[src/rtl/cfg_frame_loader_pkg.sv]
// Shared constants, FSM encoding and field helper for the configuration frame loader.
package cfg_frame_loader_pkg;

  localparam int unsigned STATE_W  = 5;
  localparam int unsigned N_STATES = 5;
  localparam int unsigned PRE_W    = 5;
  localparam logic [PRE_W-1:0] PREAMBLE = 5'b01010;
  localparam int unsigned FRAME_W  = 2 + N_STATES * STATE_W;
  localparam int unsigned CNT_W    = $clog2(FRAME_W);
  localparam int unsigned FILL_W   = $clog2(PRE_W + 1);

  typedef enum logic [1:0] {
    StHunt   = 2'd0,
    StLoad   = 2'd1,
    StParity = 2'd2,
    StCheck  = 2'd3
  } state_e;

  // Jump state idx (0-based) sits below out_sel/clk_sel, first field most significant.
  function automatic logic [STATE_W-1:0] jump_field(input logic [FRAME_W-1:0] frame,
                                                    input int unsigned idx);
    return frame[(N_STATES - 1 - idx) * STATE_W +: STATE_W];
  endfunction

endpackage

[src/rtl/cfg_shift_reg.sv]
// En-gated MSB-first shift register with synchronous reset and clear.
module cfg_shift_reg #(
  parameter int unsigned WIDTH = 5
) (
  input  logic             clk,
  input  logic             rst,
  input  logic             clr,
  input  logic             en,
  input  logic             in,
  output logic [WIDTH-1:0] q
);

  always_ff @(posedge clk) begin
    if (rst || clr) begin
      q <= '0;
    end else if (en) begin
      q <= {q[WIDTH-2:0], in};
    end
  end

endmodule

[src/rtl/cfg_frame_loader.sv]
// Framed serial configuration loader: preamble hunt, payload capture, atomic publish.
// Optional even-parity check over the payload when CFG_PARITY_EN is defined.
module cfg_frame_loader
  import cfg_frame_loader_pkg::*;
(
  input  logic               clk,
  input  logic               rst,
  input  logic               in,
  input  logic               en,
  output logic               clk_sel,
  output logic               out_sel,
  output logic [STATE_W-1:0] out1,
  output logic [STATE_W-1:0] out2,
  output logic [STATE_W-1:0] out3,
  output logic [STATE_W-1:0] out4,
  output logic [STATE_W-1:0] out5,
  output logic               finished,
  output logic               load_pulse,
  output logic               frame_err,
  output logic               busy
);

  localparam logic [CNT_W-1:0]  LastBit = CNT_W'(FRAME_W - 1);
  localparam logic [FILL_W-1:0] FillMax = FILL_W'(PRE_W);

  state_e             state_q;
  logic [FILL_W-1:0]  fill_q;
  logic [FILL_W-1:0]  fill_inc;
  logic [CNT_W-1:0]   bit_cnt_q;
  logic [PRE_W-1:0]   window_q;
  logic [PRE_W-1:0]   window_next;
  logic [FRAME_W-1:0] shadow_q;
  logic               hunt_shift;
  logic               load_shift;
  logic               match;
  logic               window_clr;
  logic               frame_ok;

  always_comb begin
    hunt_shift  = en && (state_q == StHunt);
    load_shift  = en && (state_q == StLoad);
    window_next = {window_q[PRE_W-2:0], in};
    fill_inc    = (fill_q == FillMax) ? fill_q : fill_q + 1'b1;
    // The match looks at the window including the bit sampled this cycle.
    match       = hunt_shift && (fill_inc == FillMax) && (window_next == PREAMBLE);
    // Clearing on CHECK means a fresh hunt never sees a stale prefix.
    window_clr  = match || (state_q == StCheck);
  end

  cfg_shift_reg #(
    .WIDTH(PRE_W)
  ) u_window (
    .clk(clk),
    .rst(rst),
    .clr(window_clr),
    .en (hunt_shift),
    .in (in),
    .q  (window_q)
  );

  cfg_shift_reg #(
    .WIDTH(FRAME_W)
  ) u_shadow (
    .clk(clk),
    .rst(rst),
    .clr(1'b0),
    .en (load_shift),
    .in (in),
    .q  (shadow_q)
  );

`ifdef CFG_PARITY_EN
  logic parity_ok_q;
  logic frame_err_q;
  assign frame_ok  = parity_ok_q;
  assign frame_err = frame_err_q;
`else
  assign frame_ok  = 1'b1;
  assign frame_err = 1'b0;
`endif

  assign busy = (state_q != StHunt);

  always_ff @(posedge clk) begin
    if (rst) begin
      state_q    <= StHunt;
      fill_q     <= '0;
      bit_cnt_q  <= '0;
      out_sel    <= 1'b0;
      clk_sel    <= 1'b0;
      out1       <= '0;
      out2       <= '0;
      out3       <= '0;
      out4       <= '0;
      out5       <= '0;
      finished   <= 1'b0;
      load_pulse <= 1'b0;
`ifdef CFG_PARITY_EN
      parity_ok_q <= 1'b0;
      frame_err_q <= 1'b0;
`endif
    end else begin
      load_pulse <= 1'b0;
`ifdef CFG_PARITY_EN
      frame_err_q <= 1'b0;
`endif
      unique case (state_q)
        StHunt: begin
          if (hunt_shift) begin
            if (match) begin
              state_q   <= StLoad;
              fill_q    <= '0;
              bit_cnt_q <= '0;
            end else begin
              fill_q <= fill_inc;
            end
          end
        end
        StLoad: begin
          if (load_shift) begin
            if (bit_cnt_q == LastBit) begin
`ifdef CFG_PARITY_EN
              state_q <= StParity;
`else
              state_q <= StCheck;
`endif
              bit_cnt_q <= '0;
            end else begin
              bit_cnt_q <= bit_cnt_q + 1'b1;
            end
          end
        end
        StParity: begin
`ifdef CFG_PARITY_EN
          if (en) begin
            // Even parity: payload ones plus the parity bit must be even.
            parity_ok_q <= ~(^shadow_q ^ in);
            state_q     <= StCheck;
          end
`else
          state_q <= StHunt;
`endif
        end
        StCheck: begin
          if (frame_ok) begin
            out_sel    <= shadow_q[FRAME_W-1];
            clk_sel    <= shadow_q[FRAME_W-2];
            out1       <= jump_field(shadow_q, 0);
            out2       <= jump_field(shadow_q, 1);
            out3       <= jump_field(shadow_q, 2);
            out4       <= jump_field(shadow_q, 3);
            out5       <= jump_field(shadow_q, 4);
            load_pulse <= 1'b1;
            finished   <= 1'b1;
          end
`ifdef CFG_PARITY_EN
          else begin
            frame_err_q <= 1'b1;
          end
`endif
          state_q <= StHunt;
          fill_q  <= '0;
        end
      endcase
    end
  end

endmodule
[config.mk]
export PLATFORM = sky130hd
export DESIGN_NAME = cfg_frame_loader
export DESIGN_NICKNAME = d
export VERILOG_FILES = /design/src/rtl/cfg_frame_loader_pkg.sv /design/src/rtl/cfg_shift_reg.sv /design/src/rtl/cfg_frame_loader.sv
export SDC_FILE = /design/constraint.sdc
export NUM_CORES = 1
export LEC_CHECK = 0
export ABC_AREA = 1
export CAP_MARGIN = 20
export CORE_ASPECT_RATIO = 1.2
export CORE_UTILIZATION = 54
export DETAILED_ROUTE_END_ITERATION = 6
export PLACE_DENSITY = 0.78
export SLEW_MARGIN = 5
export SYNTH_ARGS = -nofsm -noshare
export SYNTH_HDL_FRONTEND = slang
export SYNTH_SLANG_ARGS = --single-unit
export TNS_END_PERCENT = 30
[constraint.sdc]
create_clock -name clk -period 1.5 [get_ports clk]
set_input_delay 0.15 -clock clk [delete_from_list [all_inputs] [get_ports clk]]
set_output_delay 0.15 -clock clk [all_outputs]
set_load 0.01 [all_outputs]
==> impl_metrics.env <==
export IMPL_setup_viol=0
export IMPL_use_met1=0.273
export IMPL_rows=27
export IMPL_syn_avg_cell_area_um2=7.88
export IMPL_wl_per_cell_um=12.7
export IMPL_layout_area_seq_mm2=0.00141
export IMPL_dpl_cell_area_mm2=0.00311
export IMPL_p_leak_nw=1.28
export IMPL_root_buffer="clkbuf_8"
export IMPL_finalWirelength_um=5660
export IMPL_reg2reg_slack_ps=60
export IMPL_cts_num_sinks=70
export IMPL_cellPowerDensity_mw_per_mm2=1060
export IMPL_grt_pass1_vias=2175
export IMPL_clkSlewWorstSetupHoldPaths_ps=80
export IMPL_grt_pass1_wl_um=9540
export IMPL_finalCritPeriodShare=0.960
export IMPL_crit_type="reg -> reg"
export IMPL_cts_max_level=3
export IMPL_ctsLongestPathBuffers=2
export IMPL_ys_types=26
export IMPL_synth_seq_area_share=0.523
export IMPL_dp_hpwl_um=3690
export IMPL_status="complete, no violations"
export IMPL_vias_per_cell=5.24
export IMPL_worstPathArrival_ps=1680
export IMPL_drc_errors=0
export IMPL_die_area_mm2=0.00525
export IMPL_pre_cts_slack_ps=-24.9
export IMPL_min_period_ps=1440
export IMPL_multi_input_area_mm2=0.00113
export IMPL_drtIter0Drc=143
export IMPL_rsz0062_at_grt="true"
export IMPL_area_delta_synth_final_pct=26.8
export IMPL_use_met3=0.0833
export IMPL_grt_max_degree=46
export IMPL_irDropWorstVdd_mv=0.873
export IMPL_tritoncts="built"
export IMPL_dieHeight_um=79.1
export IMPL_drv_cap=0
export IMPL_ctsHoldBuffers=0
export IMPL_drive_gt1_frac=0.150
export IMPL_grt_overflow=0
export IMPL_fp_dieW_um=66.3
export IMPL_fin_cells=445
export IMPL_ioPinCount=35
export IMPL_place_congestion=0.879
export IMPL_final_cell_area_mm2=0.00339
export IMPL_numCtsBuffers=9
export IMPL_netlist_top_cells_area="dfxtp_1, nand2_1, a21oi_1"
export IMPL_via_count=2332
export IMPL_synth_top_area_frac=0.523
export IMPL_final_nets=390
export IMPL_io_buffers=33
export IMPL_hold_class="in -> reg"
export IMPL_ys_seq_elements=70
export IMPL_met2_usage=0.401
export IMPL_diodes=0
export IMPL_synth_warnings=0
export IMPL_post_route_util=0.728
export IMPL_cp_start_kind="register"
export IMPL_grt_use_total=0.241
export IMPL_syn_cell_area_mm2=0.00268
export IMPL_syn_nets=348
export IMPL_top_usage_layer="met2"
export IMPL_hold_violations=0
export IMPL_drtAntennaViolNets=0
export IMPL_fin_ws_ps=60.1
export IMPL_syn_inst=340
export IMPL_crit_path_end_kind="register"
export IMPL_drv_slew=0
export IMPL_core_area_mm2=0.00466
export IMPL_cp_data_required_time_ps=1740
export IMPL_place_inst=428
export IMPL_fillerInstances=383
export IMPL_fmax_ghz=0.694
export IMPL_antenna_found_initial=0
export IMPL_netlist_top_cell_by_area="dfxtp_1"
export IMPL_finClkSkew_ps=6.99
export IMPL_dr_pass1_iters=4
export IMPL_cp_max_fo=6
export IMPL_post_cts_buffers=0
export IMPL_start_util=0.574
export IMPL_clk_latency_ps=340
area by class of cell:
class,instances,area share
clock buffers,11,0.0446
clock inverters,5,0.0170
inverters,35,0.0387
multi-input cells,220,0.333
flip-flops and latches,70,0.416
well taps,58,0.0214
repair buffers,46,0.129
metal layers:
metal	up-vias	share of wire
met4	0	0.018
met3	15	0.044
met1	1086	0.45
met5	-	0
met2	46	0.49
li1	1185	-
registers in the layout (all words and copies together), names as in the netlist:
register and count:
finished 1, u_shadow.q 27, out3 5, state_q 2, fill_q 3, u_window.q 4
out_sel 1, out4 5, clk_sel 1, out5 5, load_pulse 1, bit_cnt_q 5
out1 5, out2 5
stage by stage:
step | total power [W] | setup TNS, ps | hold WS (ps)
detailed placement | 0.00205 | -61.7 | 450
floorplan | 0.00200 | 0 | 297
finish | 0.00358 | 0 | 436
CTS | 0.00358 | -27.1 | 427
global placement | 0.00204 | 0 | 442
global route | 0.00370 | -96.2 | 477
worst paths after layout:
check,depth (start not counted),from,end
worst max-delay path,11,fill_q[1]$_SDFFE_PP0P_,bit_cnt_q[0]$_SDFFE_PP0P_
worst min-delay path,3,in,u_window.q[0]$_SDFFE_PP0P_
worst max register to register,11,fill_q[1]$_SDFFE_PP0P_,bit_cnt_q[0]$_SDFFE_PP0P_
worst min register to register,2,out_sel$_SDFFE_PP0P_,out_sel$_SDFFE_PP0P_
timing repair:
| action | CTS | global route |
|---|---|---|
| resized for setup | 5 | 15 |
| gates cloned | 0 | 1 |
| pin swaps | 0 | 4 |
| setup endpoints to repair | 6 | 10 |
cells in the mapped netlist:
| master | number |
|---|---|
| dfxtp_1 | 70 |
| nand2_1 | 58 |
| a21oi_1 | 41 |
| o21ai_0 | 36 |
| inv_1 | 31 |
| nor2_1 | 30 |
| nand3_1 | 20 |
| o21ai_1 | 10 |
| buf_2 | 7 |
| nor2_2 | 7 |
| clkbuf_1 | 6 |
| ha_1 | 4 |
| inv_2 | 4 |
| nand4_1 | 3 |
| buf_4 | 2 |
| a211oi_1 | 1 |
| buf_1 | 1 |
| conb_1 | 1 |
| nand2_2 | 1 |
| nand2_4 | 1 |
| nand3_2 | 1 |
| nor2_8 | 1 |
| nor3_2 | 1 |
| nor4_1 | 1 |
| or2_2 | 1 |
| xor2_1 | 1 |
where the power goes:
part	leakage (nW)	switching, W	internal (W)	total [W]
Sequential	0.566	0.00000810	0.00186	0.00187
Clock	0.109	0.000700	0.000858	0.00156
Combinational	0.606	0.0000943	0.0000591	0.000153
Total	1.28	0.000802	0.00278	0.00358
cells in the final DEF, fill, tap and decap left out, drive strengths merged, types with 11 or more instances in the layout:
| cell | Yosys | routed |
|---|---|---|
| a21oi | 41 | 41 |
| buf | 10 | 13 |
| clkbuf | 6 | 11 |
| clkdlybuf4s50 | 0 | 32 |
| dfxtp | 70 | 70 |
| inv | 35 | 35 |
| nand2 | 60 | 61 |
| nand3 | 21 | 21 |
| nor2 | 38 | 38 |
| o21ai | 46 | 46 |
cells by family after synthesis:
group | count (synthesis) | synth area share
flops | 70 | 0.523
simple gates | 125 | 0.210
compound gates | 88 | 0.165
buf+inv | 51 | 0.0776
other cells | 1 | 0.00140
fa+ha+maj | 4 | 0.0187
xor+xnor | 1 | 0.00327
critical path: stages (launching register included):
cell	delay, ps
dfxtp_4	370
inv_2	40
ha_4	240
inv_1	30
nand2_1	70
nand2_2	70
nor2_4	100
nand3_4	120
nand2_4	130
nand3_1	80
nand2_1	60
nor2_1	40
(Power assumes the default switching activity.)
==> variant: new RTL, same flow settings <==
The 4 states of `state_e` get a one-hot encoding in 4 bits.
--- a/src/rtl/cfg_frame_loader_pkg.sv
+++ b/src/rtl/cfg_frame_loader_pkg.sv
@@ -9,11 +9,11 @@
   localparam int unsigned CNT_W    = $clog2(FRAME_W);
   localparam int unsigned FILL_W   = $clog2(PRE_W + 1);
 
-  typedef enum logic [1:0] {
-    StHunt   = 2'd0,
-    StLoad   = 2'd1,
-    StParity = 2'd2,
-    StCheck  = 2'd3
+  typedef enum logic [3:0] {
+    StHunt   = 4'b0001,
+    StLoad   = 4'b0010,
+    StParity = 4'b0100,
+    StCheck  = 4'b1000
   } state_e;
 
   // Jump state idx (0-based) sits below out_sel/clk_sel, first field most significant.
Check against the original RTL: no difference found for any inputs over 10 cycles, from zero or initial values and one cycle with rst high; not proved beyond that.
==> variant against the original RTL <==
  * The flow now finishes with violations (negative setup slack)
  * Wire length increased by 7.5%
  * Final area rose by 6.1%
  * Critical path depth increased by 1
  * Non-clock buffer count up 7
  * Sequential share of layout area is 1.9 points lower
  * Setup slack got worse by 70 ps
  * Sequential cell count up 1
  * Area after synthesis up 3.5%
  * Highest routed layer unchanged
Power is not compared: it rests on default switching activity, and its combinational part moved more than twofold at a synthesized area within 25%.
==> variant: results (changes against the original RTL) <==
* Finish-stage setup viols at 4 (+4)
* Yosys cell types at 28 (+7.7%)
* Via Count at 2,457 (+5.4%)
* Clk_lat worst skew at 330 ps
* Root Driver: clkbuf_8
* Clock buffer depth at 2 (unchanged)
* 1st-iter DRT viols at 113 (-21%)
* Flop2flop setup slack at -10 ps (-70 ps)
* Vias in the first global route at 2,298 (+5.7%)
* Worst setup margin at -9.76 ps (-69.9 ps)
* Synth area leaders: dfxtp_1 51%, a21oi_1 9.6%, o21ai_0 6.9%
* Hpwl dp at 3770 µm (+2.0%)
* Initial antenna violation count at 0 (unchanged)
* Setup WS pre-CTS at -67.2 ps (-42.2 ps)
* Fill count at 381 (-0.52%)
* Max-slew violation count at 0 (unchanged)
* Antenna Diode Count at 0 (unchanged)
* Post-Route Setup TNS at -25.0 ps (-25.0 ps)
* Worst Skew at 5.49 ps (-1.50 ps)
* DP Cell Count at 443 (+3.5%)
* Gr usage total at 23.3% (-0.82 points)
* Vias/cell at 5.31 (+1.3%)
* Routed length per placed instance at 13.1 µm (+3.4%)
* CTS clock-pin slew for the worst setup and hold paths at 70 ps
* CP arrival at 1730 ps (+50 ps)
* Failing checks: negative setup slack
* Synth Warn # at 0 (unchanged)
* Number of CTS-inserted buffers at 9 (unchanged)
* Synthesized net count at 361 (+3.7%)
* Share of flip-flops with an asynchronous set or reset at 0% (unchanged)
* Global-route wire length before repair at 9510 µm (-0.28%)
* Top post-synthesis cells by count: 71 x dfxtp_1, 53 x a21oi_1, 44 x nand2_1
* VDD IR-drop max at 831 µV
* Top reg by flops: u_shadow.q
* Htree depth at 3 (unchanged)
* RePlAce Congestion at 0.724 (-18%)
* Largest net degree at the start of global routing at 43 (-6.5%)
* Final net count at 406 (+4.1%)
* 1st-pass router iterations at 4 (unchanged)
* Outcome: complete, but fails checks
* PortBufs at 33 (unchanged)
* Post-Synthesis Cells at 353 (+3.8%)
* Layout cells sized above 1 at 18.1% (+3.1 points)
* Sw frac at 23.0%
* Critical Path Fanout Max at 7 (+1)
* Pleak at 0.00144 µW
* Min-delay worst type: reg -> reg
* Sequential area share after synthesis at 51.3% (-1.0 points)
* Max reg flops at 27 (unchanged)
==> variant: cells by family after synthesis <==
group / after synthesis / share of synthesized area, %
simple gates: 126 / 20.9
buf+inv: 52 / 7.54
other cells: 1 / 0.135
flops: 71 / 51.3
fa+ha+maj: 4 / 1.81
compound gates: 99 / 18.3
==> variant: path summary, 6_finish.rpt <==
kind | from | to | cells past startpoint
worst max-delay path | fill_q[1] | bit_cnt_q[3] | 12
worst min-delay path | u_shadow.q[26] | out_sel | 2
worst max register to register | fill_q[1] | bit_cnt_q[3] | 12
worst min register to register | u_shadow.q[26] | out_sel | 2
==> variant: stage by stage <==
stage,instance area [µm²],total power (µW),hold slack (ps)
2_1_floorplan,2770,2220,299
3_3_place_gp,3230,2310,448
3_5_place_dp,3230,2320,448
4_1_cts,3490,4010,458
5_1_grt,3600,4210,471
6_report,3600,4050,455
==> variant: final cells by class <==
type | instances | share of cell area, %
Sequential cell | 71 | 39.7
Inverter | 32 | 3.37
Clock buffer | 13 | 4.41
Clock inverter | 3 | 1.81
Multi-Input combinational cell | 231 | 34.9
Tap cell | 60 | 2.08
Timing Repair Buffer | 53 | 13.8
==> variant: what timing repair did <==
| item | in CTS | in global routing |
|---|---|---|
| gates resized for setup | 11 | 24 |
| setup buffers | 0 | 3 |
| pin swaps | 3 | 6 |
| hold buffers | 0 | 0 |
| cloned | 1 | 0 |
| endpoints found under the setup margin | 9 | 14 |
==> variant: power by group through the flow <==
stage | sequential [µW] | clock [µW] | combinational [µW]
after global placement | 2000 | 0 | 308
after floorplan | 2000 | 0 | 223
final | 1970 | 1680 | 400
after detailed placement | 2000 | 0 | 320
after CTS | 1960 | 1710 | 336
after global routing | 1970 | 1800 | 437
==> variant: critical path: stages (launching register included) <==
cell	delay [ps]
dfxtp_2	350
inv_2	60
ha_4	170
nand2_4	90
nand2_2	50
nand2_2	70
nand2_2	70
nor2_4	120
nand2_4	110
nand2_8	110
nand3_2	60
nand2_1	90
nor2_1	40
==> variant: routing by layer <==
metal | routed length (µm) | track usage (%) | share of wire, %
met5 | 0 | 0 | 0
met4 | 114 | 11.3 | 1.9
met3 | 248 | 6.39 | 4.1
met2 | 3000 | 40.7 | 49
met1 | 2720 | 25.2 | 45
